**src/rtl/uart_tx_engine.sv**
```systemverilog
// uart_tx_engine: FIFO-buffered UART transmitter with programmable baud, char length, parity, stop bits and break
// Ports: PCLK/PRESETn clock and async active-low reset; wr_en/wr_data push side;
// baud_div/char_len/parity_mode/stop_bits frame config (latched at character start);
// tx_enable gates new characters; break_req holds the line low;
// fifo_level/fifo_full/fifo_empty occupancy; busy/tx_done/tx_error status; Tx serial line.
module uart_tx_engine #(
  parameter int MAX_CHAR   = 8,
  parameter int FIFO_DEPTH = 16,
  parameter int DIV_WIDTH  = 16
) (
  input  logic                          PCLK,
  input  logic                          PRESETn,
  input  logic                          wr_en,
  input  logic [MAX_CHAR-1:0]           wr_data,
  input  logic [DIV_WIDTH-1:0]          baud_div,
  input  logic [3:0]                    char_len,
  input  logic [1:0]                    parity_mode,
  input  logic                          stop_bits,
  input  logic                          tx_enable,
  input  logic                          break_req,
  output logic [$clog2(FIFO_DEPTH):0]   fifo_level,
  output logic                          fifo_full,
  output logic                          fifo_empty,
  output logic                          busy,
  output logic                          tx_done,
  output logic                          tx_error,
  output logic                          Tx
);
  localparam int AW = $clog2(FIFO_DEPTH);
  localparam int LW = AW + 1;
  typedef enum logic [2:0] {IDLE, START, DATA, PARITY, STOP1, STOP2, BREAK, BRK_END} state_t;
  state_t state, state_n;
  logic [MAX_CHAR-1:0] mem [FIFO_DEPTH];
  logic [AW-1:0] wptr, rptr;
  logic [MAX_CHAR-1:0] head, mask, shift_q;
  logic [3:0] len_eff, len_q, bit_cnt;
  logic [DIV_WIDTH-1:0] cnt, div_q;
  logic par_en_q, par_bit_q, stop2_q;
  logic tick, last_stop, can_pop, pop, push, start_brk;
  assign head       = mem[rptr];
  assign fifo_full  = fifo_level == LW'(FIFO_DEPTH);
  assign fifo_empty = fifo_level == '0;
  assign len_eff    = (char_len < 4'd5 || char_len > 4'(MAX_CHAR)) ? 4'(MAX_CHAR) : char_len;
  assign tick       = cnt == div_q;
  assign last_stop  = tick && (state == STOP2 || (state == STOP1 && !stop2_q));
  assign can_pop    = tx_enable && !fifo_empty && !break_req;
  // A pop happens either from IDLE or at the last stop boundary, giving gapless back-to-back frames
  assign pop        = (state == IDLE || last_stop) && can_pop;
  // A pop in the same cycle frees a slot, so a write to a full FIFO is still accepted
  assign push       = wr_en && (!fifo_full || pop);
  assign start_brk  = state_n == BREAK && state != BREAK;
  always_comb begin
    mask = '0;
    for (int i = 0; i < MAX_CHAR; i++) mask[i] = 4'(i) < len_eff;
  end
  always_ff @(posedge PCLK or negedge PRESETn)
    if (!PRESETn) state <= IDLE;
    else state <= state_n;
  always_comb begin
    state_n = state;
    case (state)
      IDLE:    state_n = break_req ? BREAK : pop ? START : IDLE;
      START:   state_n = tick ? DATA : START;
      DATA:    state_n = (tick && bit_cnt == len_q - 4'd1) ? (par_en_q ? PARITY : STOP1) : DATA;
      PARITY:  state_n = tick ? STOP1 : PARITY;
      STOP1:   state_n = !tick ? STOP1 : stop2_q ? STOP2 : break_req ? BREAK : pop ? START : IDLE;
      STOP2:   state_n = !tick ? STOP2 : break_req ? BREAK : pop ? START : IDLE;
      BREAK:   state_n = (tick && !break_req) ? BRK_END : BREAK;
      BRK_END: state_n = tick ? IDLE : BRK_END;
      default: state_n = IDLE;
    endcase
  end
  always_comb begin
    busy    = state != IDLE;
    tx_done = last_stop;
    Tx      = (state == START || state == BREAK) ? 1'b0 :
              state == DATA   ? shift_q[0] :
              state == PARITY ? par_bit_q  : 1'b1;
  end
  always_ff @(posedge PCLK or negedge PRESETn)
    if (!PRESETn) begin
      cnt        <= '0;
      div_q      <= '0;
      shift_q    <= '0;
      len_q      <= 4'(MAX_CHAR);
      bit_cnt    <= '0;
      par_en_q   <= 1'b0;
      par_bit_q  <= 1'b0;
      stop2_q    <= 1'b0;
      wptr       <= '0;
      rptr       <= '0;
      fifo_level <= '0;
      tx_error   <= 1'b0;
    end else begin
      cnt        <= (state == IDLE || tick) ? '0 : cnt + 1'b1;
      div_q      <= (pop || start_brk) ? baud_div : div_q;
      bit_cnt    <= state != DATA ? '0 : tick ? bit_cnt + 4'd1 : bit_cnt;
      shift_q    <= pop ? head & mask : (state == DATA && tick) ? shift_q >> 1 : shift_q;
      len_q      <= pop ? len_eff : len_q;
      par_en_q   <= pop ? parity_mode[1] : par_en_q;
      // parity_mode[0] selects odd, which is the inverse of the even (XOR) bit
      par_bit_q  <= pop ? parity_mode[0] ^ (^(head & mask)) : par_bit_q;
      stop2_q    <= pop ? stop_bits : stop2_q;
      wptr       <= push ? wptr + 1'b1 : wptr;
      rptr       <= pop ? rptr + 1'b1 : rptr;
      fifo_level <= fifo_level + LW'(push) - LW'(pop);
      tx_error   <= wr_en && !push;
    end
  always_ff @(posedge PCLK)
    if (push) mem[wptr] <= wr_data;
endmodule

```
**config.mk**
```make
export PLATFORM = sky130hd
export DESIGN_NAME = uart_tx_engine
export DESIGN_NICKNAME = d
export VERILOG_FILES = /design/src/rtl/uart_tx_engine.sv
export SDC_FILE = /design/constraint.sdc
export NUM_CORES = 1
export LEC_CHECK = 0
export CAP_MARGIN = 15
export CORE_MARGIN = 3
export CORE_UTILIZATION = 35
export DETAILED_ROUTE_END_ITERATION = 16
export PLACE_DENSITY_LB_ADDON = 0.12
export SLEW_MARGIN = 10
export SYNTH_ARGS = -nofsm -noshare
export SYNTH_HDL_FRONTEND = slang
export SYNTH_SLANG_ARGS = --single-unit
```
**constraint.sdc**
```tcl
create_clock -name PCLK -period 3.5 [get_ports PCLK]
set_clock_uncertainty 0.05 [all_clocks]
set_input_delay 0.525 -clock PCLK [delete_from_list [all_inputs] [get_ports PCLK]]
set_output_delay 0.525 -clock PCLK [all_outputs]
set_load 0.01 [all_outputs]
```
==> qor.csv, run 1 <==
metric,value,unit
clk slew on worst S/H paths,70,ps
Die H,163,µm
minimum clock period,3240,ps
fin crit share,0.924,
Synth cell types,58,
clk buf depth,2,
Initial Utilization,0.363,
routability cong.,0.816,
status,finished clean,
"top cells by area, synth","edfxtp_1, dfrtp_1, mux4_2",
Cell Rows,56,
Setup crit start,fifo_level[2],
TritonCTS Buffers,17,
Slew headroom,0.541,
routed via count,5049,
"count leader, synth",edfxtp_1,
Post-DRT Antenna Nets,0,
"Net count, final",719,
Final Hold Viols,0,
Synth Warn #,0,
CTS Root Buffer Type,clkbuf_16,
Via density,5.04,
share of the synthesized area in the top cell type,0.443,
drt drc,0,
# port buffers,46,
sequential element share of the synthesized area,0.639,
Ports,47,
CP endpoint kind,flop,
type of the worst min-delay path,flop to flop,
Filler Cell Count,2149,
placed insts,968,
GR Util All Layers,0.150,
"FFs w/ async S/R, synth",0.347,
Total Die Area,26700,µm²
Post-synth top flop,edfxtp_1,
pin count of the biggest net entering global routing,31,
DR pass1 iterations,5,
H-tree levels,4,
WS Path Type,flop to flop,
worst skew pair latency,430,ps
worst path required time,3760,ps
crit-path max FO,19,
syn_nets,643,
initial antenna violation count,0,
Setup-failing EPs final,0,
fin util,0.429,
Num Clock Sinks,196,
Reg-to-Reg Start,fifo_level[2],
RSZ-0062 raised after global routing,false,
Mean Syn Cell Area,14.6,µm²
fmax,309,MHz
Finished Layout Cells,1001,
Post-synth top cells,"edfxtp_1, dfrtp_1, nor2_1, xnor2_1, mux2i_1",
leakage power,3.84,nW
"Setup Fix Bufs, Post-CTS",0,
vias in the first global route,5195,
area growth from synthesis to layout,18.0,%
Gate Count Post-Synth,593,
core area,23900,µm²
antenna fix cells,0,
share of layout cells above drive strength 1,0.169,
Post-Syn Area,8680,µm²
DRC violation total after the first TritonRoute iteration,329,
pwr dens,715,nW/µm²
Startpoint Class,flop,
"area leader, netlist",edfxtp_1,
first-pass GRT wire length,30300,µm
setup tns final,0,ps
die span in x,163,µm
final WL,19100,µm
VDD IR max,0.297,mV
register bit total from synthesis,196,
Worst Path Arrival,3500,ps
"EDFF count, synth",128,
DR WL/cell,19.1,µm
Worst Max-Slew Pin Slew,689,ps
gr ovfl total,0,
Slew Limit Fails,0,
Max-Cap Viols,0,
Worst Hold Launch,par_bit_q,
Final HPWL DP,13500,µm
CTS tree,built,
-- registers in the layout, summed over array words and instances, names as in the netlist --
signal and flops:
mem 128, cnt 16, div_q 16, shift_q 8
fifo_level 5, bit_cnt 4, len_q 4, rptr 4
wptr 4, state 3, par_bit_q 1, par_en_q 1
stop2_q 1, tx_error 1
-- per-stage QoR --
stage                     area (µm²)  hold slack (ps)  total power, mW  setup WS (ps)
after global routing           10200              491             7.75           27.2
after floorplan                 8680              179             4.80            273
final                          10200              461             7.32            264
after CTS                      10200              457             7.42            242
after detailed placement        9670              426             5.51            203
after global placement          9670              421             5.48            267
-- final cells by class --
cell class                      count  area, µm²  area share
Clock buffer                       17        425      0.0415
Clock inverter                     15        141      0.0138
Inverter                           22       82.6     0.00806
Multi-Input combinational cell    350       2910       0.284
Sequential cell                   196       5550       0.542
Tap cell                          319        399      0.0390
Timing Repair Buffer               82        741      0.0723
-- placed cells by master, fill, tap and decap left out, types with 5 or more instances in the layout --
cell,n
edfxtp_1,128
a21oi_1,14
clkinv_1,5
and3_1,12
inv_1,21
clkdlybuf4s50_1,45
o221ai_1,5
nand2_1,32
buf_4,34
nand3_1,10
xnor2_1,39
o21ai_0,19
mux4_2,19
clkbuf_16,17
a221oi_1,10
xor2_1,16
mux2_2,11
mux2_4,10
nand4_1,7
a22oi_1,5
dfrtp_1,66
nor2_1,40
and2_1,9
mux2i_1,35
ha_1,13
-- layer usage --
| metal | track usage | share of wire | up-vias |
|---|---|---|---|
| met3 | 0.0287 | 0.037 | 12 |
| met4 | 0.0454 | 0.015 | 0 |
| met5 | 0 | 0 | - |
| met1 | 0.214 | 0.47 | 2584 |
| li1 | - | - | 2347 |
| met2 | 0.235 | 0.48 | 106 |
-- timing repair --
action / 4_1_cts / 5_1_grt
setup endpoints to repair: 0 / 0
hold buffers: 1 / 0
hold endpoints to repair: 15 / 0
gates resized for setup: 0 / 0
-- final timing paths --
path | depth (start not counted) | end | slack [ps]
hold / removal | 2 | par_bit_q | 460
hold reg to reg | 2 | par_bit_q | 460
setup / recovery | 16 | fifo_level[4] | 260
setup reg to reg | 16 | fifo_level[4] | 260
min in group asynchronous | 2 | fifo_level[3] | 520
max in group asynchronous | 3 | len_q[3] | 2090
-- power breakdown --
part           total (mW)  leakage [nW]  internal, mW  switching [mW]
clock network        1.89         0.276          1.00           0.885
logic                2.21          1.57          1.17            1.04
registers            3.23          1.99          2.90           0.333
-- cells by family after synthesis --
family          count (synthesis)  synth area share
flops                         196             0.639
compound gates                 75            0.0601
buf+inv                        47            0.0259
xor+xnor                       56            0.0581
simple gates                  130            0.0745
mux                            75             0.121
fa+ha+maj                      14            0.0210
-- worst max-delay path: stages (launching register included) --
cell     delay, ps
dfrtp_1        430
inv_1          100
ha_1           160
or4b_1         560
nand3_2        160
or3_1          140
buf_4          250
nand2_1         70
o21ai_0        160
ha_1           190
inv_1           50
fa_1           410
inv_1           70
a21oi_1         60
nor2_1          90
nor2_1          50
xnor2_1        110
(Power assumes the default switching activity.)
==> inputs of run 2 (changes only) <==
--- a/config.mk
+++ b/config.mk
@@ -10,7 +10,7 @@
 export CORE_UTILIZATION = 35
 export DETAILED_ROUTE_END_ITERATION = 16
 export PLACE_DENSITY_LB_ADDON = 0.12
-export SLEW_MARGIN = 10
+export SLEW_MARGIN = 30
 export SYNTH_ARGS = -nofsm -noshare
 export SYNTH_HDL_FRONTEND = slang
 export SYNTH_SLANG_ARGS = --single-unit
==> results of run 2 <==
Same layout as run 1: the final DEF is identical, and so are final timing and power.
